--- config.mk ---
export PLATFORM = sky130hd
export DESIGN_NAME = dmem_arb_51
export DESIGN_NICKNAME = d
export VERILOG_FILES = /design/src/rtl/dmem_arb_51.sv
export SDC_FILE = /design/constraint.sdc
export NUM_CORES = 1
export LEC_CHECK = 0
export CORE_MARGIN = 4
export CORE_UTILIZATION = 45
export DETAILED_ROUTE_END_ITERATION = 7
export GPL_ROUTABILITY_DRIVEN = 0
export GPL_TIMING_DRIVEN = 0
export PLACE_DENSITY_LB_ADDON = 0.3
export SLEW_MARGIN = 40
export SYNTH_ARGS = -nofsm -noshare
export SYNTH_HDL_FRONTEND = slang
export SYNTH_SLANG_ARGS = --single-unit
--- constraint.sdc ---
create_clock -name clk_51 -period 11.55 [get_ports clk_51]
set_input_delay 1.155 -clock clk_51 [delete_from_list [all_inputs] [get_ports clk_51]]
set_output_delay 1.155 -clock clk_51 [all_outputs]
set_load 0.01 [all_outputs]
--- src/rtl/dmem_arb_51.sv ---
// Two-requester round-robin arbiter in front of a single-port data memory.
// One access in flight at a time: read takes 2 cycles, write WR_CYCLES+1.
module dmem_arb_51 #(
   parameter int MEM_TOP   = 2000,
   parameter int WR_CYCLES = 2
) (
   input  logic        clk_51,
   input  logic        rst_51,
   input  logic        req0_51,
   input  logic        req1_51,
   input  logic        we0_51,
   input  logic        we1_51,
   input  logic [31:0] addr0_51,
   input  logic [31:0] addr1_51,
   input  logic [31:0] wdata0_51,
   input  logic [31:0] wdata1_51,
   output logic        gnt0_51,
   output logic        gnt1_51,
   output logic        done0_51,
   output logic        done1_51,
   output logic        err0_51,
   output logic        err1_51,
   output logic [31:0] rdata0_51,
   output logic [31:0] rdata1_51,
   output logic [31:0] mem_waddr_51,
   output logic [31:0] mem_wdata_51,
   output logic        mem_write_51,
   output logic [31:0] mem_raddr_51,
   input  logic [31:0] mem_rdata_51
);

   localparam logic [31:0] MEM_TOP_W = 32'(MEM_TOP);
   localparam logic [15:0] WR_N      = 16'(WR_CYCLES);

   typedef enum logic [1:0] {IDLE, RD, WR, ERR} state_t;

   state_t      state;
   logic        ptr;
   logic        sel;
   logic [15:0] wr_cnt;

   logic        fire;
   logic        fire_idx;
   logic        f_we;
   logic [31:0] f_addr;
   logic [31:0] f_wdata;

   // Pointer holder wins a tie; a lone requester always wins.
   always_comb begin
      gnt0_51 = 1'b0;
      gnt1_51 = 1'b0;
      if (state == IDLE) begin
         if (req0_51 && (!req1_51 || !ptr))
            gnt0_51 = 1'b1;
         else if (req1_51)
            gnt1_51 = 1'b1;
      end
   end

   assign fire     = gnt0_51 | gnt1_51;
   assign fire_idx = gnt1_51;
   assign f_we     = fire_idx ? we1_51    : we0_51;
   assign f_addr   = fire_idx ? addr1_51  : addr0_51;
   assign f_wdata  = fire_idx ? wdata1_51 : wdata0_51;

   always_ff @(posedge clk_51 or posedge rst_51) begin
      if (rst_51) begin
         state        <= IDLE;
         ptr          <= 1'b0;
         sel          <= 1'b0;
         wr_cnt       <= '0;
         done0_51     <= 1'b0;
         done1_51     <= 1'b0;
         err0_51      <= 1'b0;
         err1_51      <= 1'b0;
         rdata0_51    <= '0;
         rdata1_51    <= '0;
         mem_waddr_51 <= '0;
         mem_wdata_51 <= '0;
         mem_write_51 <= 1'b0;
         mem_raddr_51 <= '0;
      end else begin
         done0_51     <= 1'b0;
         done1_51     <= 1'b0;
         err0_51      <= 1'b0;
         err1_51      <= 1'b0;
         mem_write_51 <= 1'b0;
         case (state)
            IDLE: begin
               if (fire) begin
                  sel <= fire_idx;
                  ptr <= ~fire_idx;
                  if (f_addr > MEM_TOP_W) begin
                     state <= ERR;
                  end else if (f_we) begin
                     state        <= WR;
                     mem_waddr_51 <= f_addr;
                     mem_wdata_51 <= f_wdata;
                     mem_write_51 <= 1'b1;
                     wr_cnt       <= 16'd1;
                  end else begin
                     state        <= RD;
                     mem_raddr_51 <= f_addr;
                  end
               end
            end
            RD: begin
               state <= IDLE;
               if (sel) begin
                  done1_51  <= 1'b1;
                  rdata1_51 <= mem_rdata_51;
               end else begin
                  done0_51  <= 1'b1;
                  rdata0_51 <= mem_rdata_51;
               end
            end
            WR: begin
               if (wr_cnt >= WR_N) begin
                  state <= IDLE;
                  if (sel) done1_51 <= 1'b1;
                  else     done0_51 <= 1'b1;
               end else begin
                  wr_cnt <= wr_cnt + 16'd1;
               end
            end
            ERR: begin
               state <= IDLE;
               if (sel) begin
                  done1_51  <= 1'b1;
                  err1_51   <= 1'b1;
                  rdata1_51 <= '0;
               end else begin
                  done0_51  <= 1'b1;
                  err0_51   <= 1'b1;
                  rdata0_51 <= '0;
               end
            end
            default: state <= IDLE;
         endcase
      end
   end

endmodule
==> summary.md <==
| Metric | Value |
|---|---|
| Class of the worst hold path | flop to flop |
| Die ar. | approximately 0.019 mm2 |
| Worst VDD drop | 0.000112 V |
| Core Area | between 0.015 and 0.02 mm2 |
| Routed wire length | 23,500 um |
| Mean cell area of the mapped netlist | about 11 um2 |
| Critical path class | input pin to output port |
| Critical Path Start Type | input pin |
| WP data arrival | 3.66 ns |
| EDFF count, synth | 0 |
| CTS Buf Count | 17 |
| Total track usage | 25.0% |
| Final worst slack | 6.73 ns |
| Cts hold-fix bufs | 0 |
| Area Overhead vs Synth | 56.6% |
| Initial antenna violation count | 1 |
| Initial core utilization | 46.6% |
| Share of the clock period used by the worst path | 41.7% |
| Dpl hpwl | 18,200 um |
| Vias in the first global route | 6,605 |
| Layout cells sized above 1 | between 7 and 8% |
| Worst rel slew slack | 48.1% |
| Vias per cell | roughly 5 |
| Setup-failing EPs final | 0 |
| Pins Over Slew Limit | 0 |
| Global-route wire length before repair | 35,700 um |
| Clock Latency Late Sink | 0.43 ns |
| Die Height | 137 um |
| Die Wd | 137 um |
| Hold Violations, Final | 0 |
| Gr ovfl total | 0 |
| Adder-Cell Fraction of Synth Area | less than 1% |
| Synth Area in Simple Gates | around a fifth |
| Main synth FF type | dfrtp_1 |
| Syn Inst Count | 702 |
| Min Tclk post-route | 4.82 ns |
| Largest net degree at the start of global routing | 69 |
| Actual slew at the worst max-slew pin | 0.771 ns |
| Fillers | 1,174 |
| Post-synthesis sequential area ratio | 61.6% |
| Boundary Pins | 333 |
| Fmax | just over 0.2 GHz |
| Count of buffers from port buffering | approximately 330 |
| Crit path max fanout | 10 |
| Pre-CTS setup slack | 6.73 ns |
| Mapped Nets | 870 |
| Static leakage | about 0.0056 uW |
| Total number of yosys warnings | 0 |
| PwrDens | 177 mW/mm2 |
| First-pass DRT Iterations | 4 |
| Max_cap viols | 0 |
| Crit. End Element | output port |
| Post-CTS sizing | 0 |
| Clock Tree Buf Depth | 2 |
| Mapped cell area | 0.00752 mm2 |
| CTS tree | built |
| Vias | approximately 6,400 |
| Initial DRC count | 287 |
| Power, Total | 2080 uW |
| Clk slew on worst S/H paths | 0.07 ns |
| Largest family of logic cells by synthesized area | simple AND/OR/NAND/NOR gates |
| CP Data Required Time | around 10 ns |
| Status | complete, no violations |
| CTS Root Buffer Type | clkbuf_16 |
| Distinct cells, synth | 42 |
| Drt drc | 0 |
| XOR/XNOR share of the synthesized area | 0% |
| Fin nets | 1,223 |
| WL/cell | 18.3 um |
| ANT nets after route | 0 |
| Compound-Gate Fraction of Synth Area | 6.14% |
| Synth async-reset ratio | 100% |
| CTS sink count | 185 |
| Cell Rows | 46 |
| Post-synthesis mux area share | 8.74% |
| Post-CTS Setup Inserts | 0 |
| Synth Register Bits | about 190 |
| Layout Skew | around 0.012 ns |
| Max H-tree Level | 4 |
| RSZ-0062 raised after global routing | no |
| Setup TNS | 0 ns |
-- stage by stage --
step / area [um2] / cells / hold WS [ns] / utilization (%)
after floorplan: 7520 / 702 / 0.463 / -
after detailed placement: 11200 / 1252 / 0.470 / 69.3
after CTS: 11800 / 1284 / 0.485 / 73.1
after global placement: 11100 / 1250 / 0.461 / 68.9
final: 11800 / 1285 / 0.479 / 73.1
after global routing: 11800 / 1285 / 0.504 / 73.1
-- final cells by class --
class	instances	area [um2]	share of cell area [%]
Inverter	5	26.3	0.223
Multi-Input combinational cell	475	2670	22.7
Clock buffer	19	443	3.76
Tap cell	216	270	2.30
Timing Repair Buffer	334	3380	28.7
Antenna cell	1	2.50	0.0213
Clock inverter	13	156	1.33
Sequential cell	185	4630	39.3
Buffer	37	196	1.67
-- critical path, stage by stage --
cell             delay [ns]
clkdlybuf4s50_1        0.56
nor3b_4                0.29
nand2_1                0.34
inv_2                  0.30
buf_1                  0.38
clkdlybuf4s50_1        0.63
-- cell usage after synthesis, drive strengths merged, types with 2 or more instances --
master  instances  area (um2)
o221ai          2        17.5
o21ai          69         345
or4             2        18.8
buf            15         114
nor4           14         103
nor2b          57         357
mux2           54         657
o221a           2        22.5
ha              2        25.0
nand4b          2        17.5
nand2b          2        12.5
dfrtp         185        4630
nand4           6        37.5
nor3            2        10.0
o22ai           2        12.5
nor3b           2        26.3
a21oi           5        25.0
nor2           10        37.5
clkbuf         22        82.6
inv             5        18.8
nand2         231         867
-- power breakdown --
part / total [uW] / internal, uW / switching [uW]
sequential: 825 / 762 / 63.7
combinational: 670 / 324 / 346
clock: 589 / 331 / 258
-- logic make-up (layout without fill, tap and decap cells) --
kind of cell	Yosys count	after routing
buf+inv	42	408
mux	54	54
other cells	0	1
simple gates	334	334
fa+ha+maj	2	2
compound gates	85	85
flops	185	185
-- registers in the layout, summed over array words and instances, names as in the netlist --
register / count
done0_51: 1
done1_51: 1
err0_51: 1
err1_51: 1
mem_raddr_51: 32
mem_waddr_51: 32
mem_wdata_51: 32
mem_write_51: 1
ptr: 1
rdata0_51: 32
rdata1_51: 32
sel: 1
state: 2
wr_cnt: 16
-- per-layer routing --
metal	track usage (%)	share of wire [%]	vias up	wire (um)
li1	-	-	3033	-
met1	29.4	38	3066	9000
met3	8.58	8.8	52	2060
met4	9.48	3.0	0	697
met2	42.3	50	267	11800
met5	0	0	-	0
-- cell usage in the layout, fill, tap and decap left out, drive strengths merged, types with 2 or more instances in the layout --
cell type	count
clkdlybuf4s50	332
nand2	231
dfrtp	185
o21ai	69
nor2b	57
mux2	54
clkbuf	41
buf	17
nor4	14
inv	12
nor2	10
nand4	6
a21oi	5
nand4b	2
nand2b	2
o221ai	2
nor3	2
o22ai	2
ha	2
bufinv	2
clkinv	2
clkinvlp	2
or4	2
nor3b	2
o221a	2
-- final timing paths --
kind / from / endpoint / slack (ns) / cells past startpoint
setup / recovery: req1_51 / gnt1_51 / 6.73 / 6
hold / removal: rdata1_51[4]$_DFFE_PP0P_ / rdata1_51[4]$_DFFE_PP0P_ / 0.48 / 2
setup reg to reg: state[0]$_DFFE_PP0P_ / mem_wdata_51[8]$_DFFE_PP0P_ / 8.89 / 9
hold reg to reg: rdata1_51[4]$_DFFE_PP0P_ / rdata1_51[4]$_DFFE_PP0P_ / 0.48 / 2
max in group asynchronous: rst_51 / done1_51$_DFF_PP0_ / 9.40 / 4
min in group asynchronous: rst_51 / mem_raddr_51[18]$_DFFE_PP0P_ / 1.15 / 2
Power figures use the tool's default switching activity.
